**src/rtl/f_s.sv**
```systemverilog
// Registered ripple full subtractor: {f_Bo, f_Df} = f_A - f_B - f_Bi, one cycle after f_en.
// Optional status outputs (f_zero, f_bcnt) are built when F_S_STATUS_EN is defined.
module f_s #(
  parameter int WIDTH = 1
) (
  input  logic             f_clk,
  input  logic             f_rst_n,
  input  logic             f_en,
  input  logic [WIDTH-1:0] f_A,
  input  logic [WIDTH-1:0] f_B,
  input  logic             f_Bi,
  output logic [WIDTH-1:0] f_Df,
  output logic             f_Bo,
`ifdef F_S_STATUS_EN
  output logic             f_zero,
  output logic [15:0]      f_bcnt,
`endif
  output logic             f_vld
);

`ifdef F_S_STATUS_EN
  function automatic logic [15:0] sat_inc(input logic [15:0] v);
    return (v == 16'hFFFF) ? v : v + 16'd1;
  endfunction
`endif

  logic [WIDTH-1:0] diff_p0;
  logic [WIDTH:0]   brw_p0;
  logic [WIDTH-1:0] df_p1;
  logic             bo_p1;
  logic             vld_p1;

  // Stage p0: combinational borrow chain of single-bit cells
  assign brw_p0[0] = f_Bi;

  for (genvar i = 0; i < WIDTH; i++) begin : g_cell
    assign diff_p0[i]  = f_A[i] ^ f_B[i] ^ brw_p0[i];
    assign brw_p0[i+1] = (~f_A[i] & f_B[i]) | (~f_A[i] & brw_p0[i]) | (f_B[i] & brw_p0[i]);
  end

  // Stage p1: result registers
  always_ff @(posedge f_clk or negedge f_rst_n) begin
    if (!f_rst_n) begin
      df_p1  <= '0;
      bo_p1  <= 1'b0;
      vld_p1 <= 1'b0;
    end else begin
      vld_p1 <= f_en;
      if (f_en) begin
        df_p1 <= diff_p0;
        bo_p1 <= brw_p0[WIDTH];
      end
    end
  end

`ifdef F_S_STATUS_EN
  logic        zero_p1;
  logic [15:0] bcnt_p1;

  always_ff @(posedge f_clk or negedge f_rst_n) begin
    if (!f_rst_n) begin
      zero_p1 <= 1'b0;
      bcnt_p1 <= '0;
    end else if (f_en) begin
      zero_p1 <= (diff_p0 == '0);
      if (brw_p0[WIDTH]) bcnt_p1 <= sat_inc(bcnt_p1);
    end
  end

  assign f_zero = zero_p1;
  assign f_bcnt = bcnt_p1;
`endif

  assign f_Df  = df_p1;
  assign f_Bo  = bo_p1;
  assign f_vld = vld_p1;

endmodule

```
**config.mk**
```make
export PLATFORM = sky130hd
export DESIGN_NAME = f_s
export DESIGN_NICKNAME = d
export VERILOG_FILES = /design/src/rtl/f_s.sv
export SDC_FILE = /design/constraint.sdc
export NUM_CORES = 1
export LEC_CHECK = 0
export ABC_CLOCK_PERIOD_IN_PS = 1200
export BUFFER_PORTS_ARGS = -buffer_cell sky130_fd_sc_hd__buf_4
export CAP_MARGIN = 20
export CORE_AREA = 2 2 39 41
export DETAILED_ROUTE_END_ITERATION = 16
export DIE_AREA = 0 0 41 43
export GPL_ROUTABILITY_DRIVEN = 0
export PLACE_DENSITY_LB_ADDON = 0.08
export SETUP_SLACK_MARGIN = 0.1
export SYNTH_ARGS = -nofsm -noshare
export SYNTH_HDL_FRONTEND = slang
export SYNTH_SLANG_ARGS = --single-unit
```
**constraint.sdc**
```tcl
create_clock -name f_clk -period 1.2 [get_ports f_clk]
set_input_delay 0.06 -clock f_clk [delete_from_list [all_inputs] [get_ports f_clk]]
set_output_delay 0.06 -clock f_clk [all_outputs]
set_load 0.01 [all_outputs]
```
## Yosys cells after proc, flatten, opt, wreduce, memory -nomap -nowiden

Cells that the tools add are included.

- Bits in registers: 3
- Input bits: 6
- Output and inout port bits: 3
- Logic and storage cells: 11

- Bitwise gates (word level): 8

Operator list:

| operator | count |
|---|---|
| bitwise AND 1 bit | 3 |
| bitwise OR 1 bit | 2 |
| XOR 1 bit | 2 |
| NOT 1 bit | 1 |

## Logic depth before layout (Yosys ltp)

- Depth in word-level cells: 4
- Depth in mapped cells: 3
- Gate-level depth less buffers: 3

## Worst setup path before layout

OpenSTA, ideal clock, no wires.

- Path kind: input to register
- From: in f_A
- To: reg bo_p1, in the netlist f_Bo
- Library setup time: 125 ps
- Arrival time: 743 ps
- Data required time: 1075 ps
- Slack: 332 ps
- Stages on the path: 3
- Buffers on the path: 0
- Path through: inv_1 > fa_1 > mux2_4

- Longest elaborated chain between the ends: 4
- Elaborated cells on any way between the ends: 5
- Those cells by class: bitwise: 5

Ends and longest elaborated chain:

| what | RTL line | RTL |
|---|---|---|
| start, declared | 9 | `input logic [WIDTH-1:0] f_A,` |
| NOT 1 bit * | 38 | `assign brw_p0[i+1] = (~f_A[i] & f_B[i]) \| (~f_A[i] & brw_p0[i]) \| (f_B[i] & brw_p0[i]);` |
| bitwise AND 1 bit | 38 |  |
| bitwise OR 1 bit * (2 in series) | 38 |  |
| via brw_p0[1] | 28 | `logic [WIDTH:0] brw_p0;` |
| end signal, assigned | 51 | `bo_p1 <= brw_p0[WIDTH];` |
| end, declared | 30 | `logic bo_p1;` |

The timed path passes the listed nets; every way through them passes the cells marked *.
A chain may end at the register's enable or synchronous reset.

## Final worst setup path

- From: in f_en
- To: reg bo_p1, in the netlist f_Bo

RTL lines:

| what | RTL line | RTL |
|---|---|---|
| start, declared | 8 | `input logic f_en,` |

No word-level cell between the ends.

==> impl_results.rst <==
.. list-table::
   :header-rows: 1

   * - Metric
     - Value
   * - Portion of the post-synthesis area used by sequential elements
     - 61.22%
   * - Number of clock sinks
     - 3
   * - Number of I/O port buffers
     - 8
   * - Worst reg-to-reg setup slack
     - 0.44 ns
   * - Wire length per cell
     - 8.184 um
   * - Worst slew margin relative to its limit
     - 93.22%
   * - Max-slew violation count
     - 0
   * - Synth top area share
     - 61.22%
   * - Transition time of the tightest slew-check pin
     - 0.1017 ns
   * - Share of the cycle needed by the critical path after routing
     - 76.82%
   * - Critical path fanouts, max
     - 4
   * - Power density relative to cell area
     - 1431 nW/um^2
   * - Via count of the first global-routing pass
     - 135
   * - Maximum resistive drop on vdd
     - 0.2602 mV
   * - Count of yosys warnings during synthesis
     - 0
   * - Shortest period the worst path allows
     - 0.9219 ns
   * - Antenna-violating nets left
     - 0
   * - Top-count cell post-synth
     - sky130_fd_sc_hd__dfrtp_1
   * - Average cell area after synthesis
     - 15.33 um^2
   * - Cell chosen for the clock root
     - sky130_fd_sc_hd__clkbuf_4
   * - Cell count after synthesis
     - 8
   * - Power share of the sequential group
     - 33.3%
   * - WP data arrival
     - 1.03 ns
   * - CP top delay family
     - buffers and inverters
   * - Clock Pin Slew Worst Setup and Hold Paths
     - 0.04 ns
   * - Height of the chip
     - 43 um
   * - First-pass GRT wire length
     - 441 um
   * - DP Area
     - 202.7 um^2
   * - Drt via density
     - 2.947
   * - Cell Int Power
     - 276.7 uW
   * - Total overflow reported by the global router
     - 0
   * - Total power draw
     - 356.2 uW
   * - Area of the placeable core
     - 1384 um^2
   * - Most common flop cell mapped by yosys
     - sky130_fd_sc_hd__dfrtp_1
   * - Final Hold Viols
     - 0
   * - Global-route usage over all layers
     - 4.532%
   * - Max capacitance violation total
     - 0
   * - Maximum buffer depth of the clock tree
     - 2
   * - Number of inserted diodes
     - 0
   * - Initial antenna violation count
     - 0
   * - Detailed Route Iter0 Violations
     - 1
   * - Overall die area
     - 1763 um^2
   * - Library cell contributing the largest single delay on the critical path
     - sky130_fd_sc_hd__dlygate4sd3_1
   * - Data required time of the worst path
     - 1.31 ns
   * - Capturing element type of the critical path
     - flop
   * - Cell types occupying the most area after synthesis
     - sky130_fd_sc_hd__dfrtp_1, sky130_fd_sc_hd__fa_1, sky130_fd_sc_hd__mux2_4
   * - Cell type contributing the most total cell area after synthesis
     - sky130_fd_sc_hd__dfrtp_1
   * - Area added between synthesis and finish
     - 103.1%
   * - Critical Path Max Stage Delay
     - 0.53 ns
   * - Class of the most critical hold timing path
     - input port to async pin
   * - Net switching power of the design
     - 79.53 uW
   * - Max Clk Rate
     - 1.085 GHz
   * - Setup repair after global routing missed its margin
     - no
   * - Number of remaining DRC errors
     - 0
   * - Die W
     - 41 um
   * - I/O Pins
     - 9
   * - Classification of the worst setup path
     - input port to flop
   * - Final standard cell area without fillers
     - 249.0 um^2
   * - Total negative slack for setup checks
     - 0 ns
   * - Layout Nets
     - 30
   * - Initial core utilization
     - 8.861%
   * - Power share of the combinational group
     - 17.7%
   * - Cells traversed along the worst timing path
     - dlygate4sd3_1 -> buf_4 -> mux2_4
   * - Clk pwr share
     - 49.1%
   * - Share of flip-flops with an asynchronous set or reset
     - 100.0%
   * - Maximum number of pins on one net before global-route repair
     - 5
   * - Detailed Route WL
     - 311 um
   * - Critical path launch point type
     - input port
   * - Clock buffer count from CTS
     - 3
   * - Number of optimization iterations in the first detailed-route pass
     - 2
   * - Net count of the mapped netlist
     - 15
   * - Floorplan row count
     - 14
   * - Number of register bits inferred by synthesis
     - 3
   * - Post-synth EDFFs
     - 0
   * - Switching part of the total power
     - 22.33%
   * - Number of buffer and inverter instances along the worst setup path
     - 2
   * - WHS
     - 0.1587 ns
   * - Via count of the routed design
     - 112
   * - Clock latency reported for the late side of the worst-skew pair
     - 0.23 ns
   * - Clock skew after layout
     - 0 ns
   * - Status
     - complete, no violations
   * - Number of distinct library cell variants in the gate-level netlist after synthesis
     - 6
   * - Number of setup violations in the final report
     - 0
   * - H-tree lvl count
     - 1
   * - Share of cells above drive strength 1
     - 54.55%
   * - Post-synth design cell area
     - 122.6 um^2
   * - Clock tree from TritonCTS
     - done
   * - Leakage
     - 0.0001202 uW
## power groups by stage
stage | logic, uW | registers [uW] | clock network (uW)
after floorplan | 15.2 | 125 | 0
after CTS | 64.8 | 119 | 185
final | 63.0 | 118 | 175
after global routing | 70.0 | 120 | 187
after detailed placement | 59.4 | 120 | 0
after global placement | 58.5 | 121 | 0
## per-stage QoR
stage	setup slack, ns	util, %	std cells
after floorplan	0.3321	-	8
after global placement	0.2186	14.65	32
after detailed placement	0.2107	14.65	32
after CTS	0.2933	17.99	38
after global routing	0.2527	17.99	38
final	0.2781	17.99	38
## metal layers
| layer | vias up | global-route usage [%] | part of all wire, % |
|---|---|---|---|
| met4 | 0 | 6.000 | 0 |
| met2 | 9 | 5.938 | 45 |
| met5 | - | 0 | 0 |
| met3 | 0 | 3.665 | 20 |
| met1 | 49 | 3.247 | 35 |
| li1 | 54 | - | - |
## flip-flops by register name, indices dropped and copies added, names as in the netlist
signal,flops
f_vld,1
f_Bo,1
f_Df,1
## layout make-up
class | count | area [um^2]
well taps | 16 | 20.02
flip-flops and latches | 3 | 75.07
multi-input cells | 4 | 43.79
clock buffers | 4 | 26.28
fillers | 157 | 1135
repair buffers | 10 | 80.08
inverters | 1 | 3.754
## final timing paths
| kind | endpoint | from | depth (start not counted) |
|---|---|---|---|
| setup / recovery | f_Bo$_DFFE_PN0P_ | f_en | 3 |
| hold / removal | f_Bo$_DFFE_PN0P_ | f_rst_n | 2 |
| setup reg to reg | f_Bo$_DFFE_PN0P_ | f_Bo$_DFFE_PN0P_ | 1 |
| hold reg to reg | f_Bo$_DFFE_PN0P_ | f_Bo$_DFFE_PN0P_ | 1 |
| max in group asynchronous | f_Df$_DFFE_PN0P_ | f_rst_n | 2 |
| min in group f_clk | f_Df$_DFFE_PN0P_ | f_Bi | 3 |
## kinds of logic (layout without fill, tap and decap cells)
logic type / after synthesis / after routing / share of synthesized area [%]
simple gates: 1 / 1 / 3.058
compound gates: 1 / 1 / 4.078
flops: 3 / 3 / 61.22
mux: 1 / 1 / 12.24
fa+ha+maj: 1 / 1 / 16.33
buf+inv: 1 / 15 / 3.058
## placed cells by master (no fill, tap or decap)
| cell type | Yosys | final |
|---|---|---|
| sky130_fd_sc_hd__dlygate4sd3_1 | 0 | 2 |
| sky130_fd_sc_hd__clkbuf_1 | 0 | 1 |
| sky130_fd_sc_hd__fa_1 | 1 | 1 |
| sky130_fd_sc_hd__nor2_1 | 1 | 1 |
| sky130_fd_sc_hd__buf_4 | 0 | 8 |
| sky130_fd_sc_hd__inv_1 | 1 | 1 |
| sky130_fd_sc_hd__dfrtp_1 | 3 | 3 |
| sky130_fd_sc_hd__a21oi_1 | 1 | 1 |
| sky130_fd_sc_hd__mux2_4 | 1 | 1 |
| sky130_fd_sc_hd__clkbuf_4 | 0 | 3 |
## repair_timing
action | in CTS | in global routing
hold endpoints to repair | 4 | 0
resized for setup | 0 | 0
hold buffers | 2 | 0
setup buffers | 0 | 0
Power figures use the tool's default switching activity.
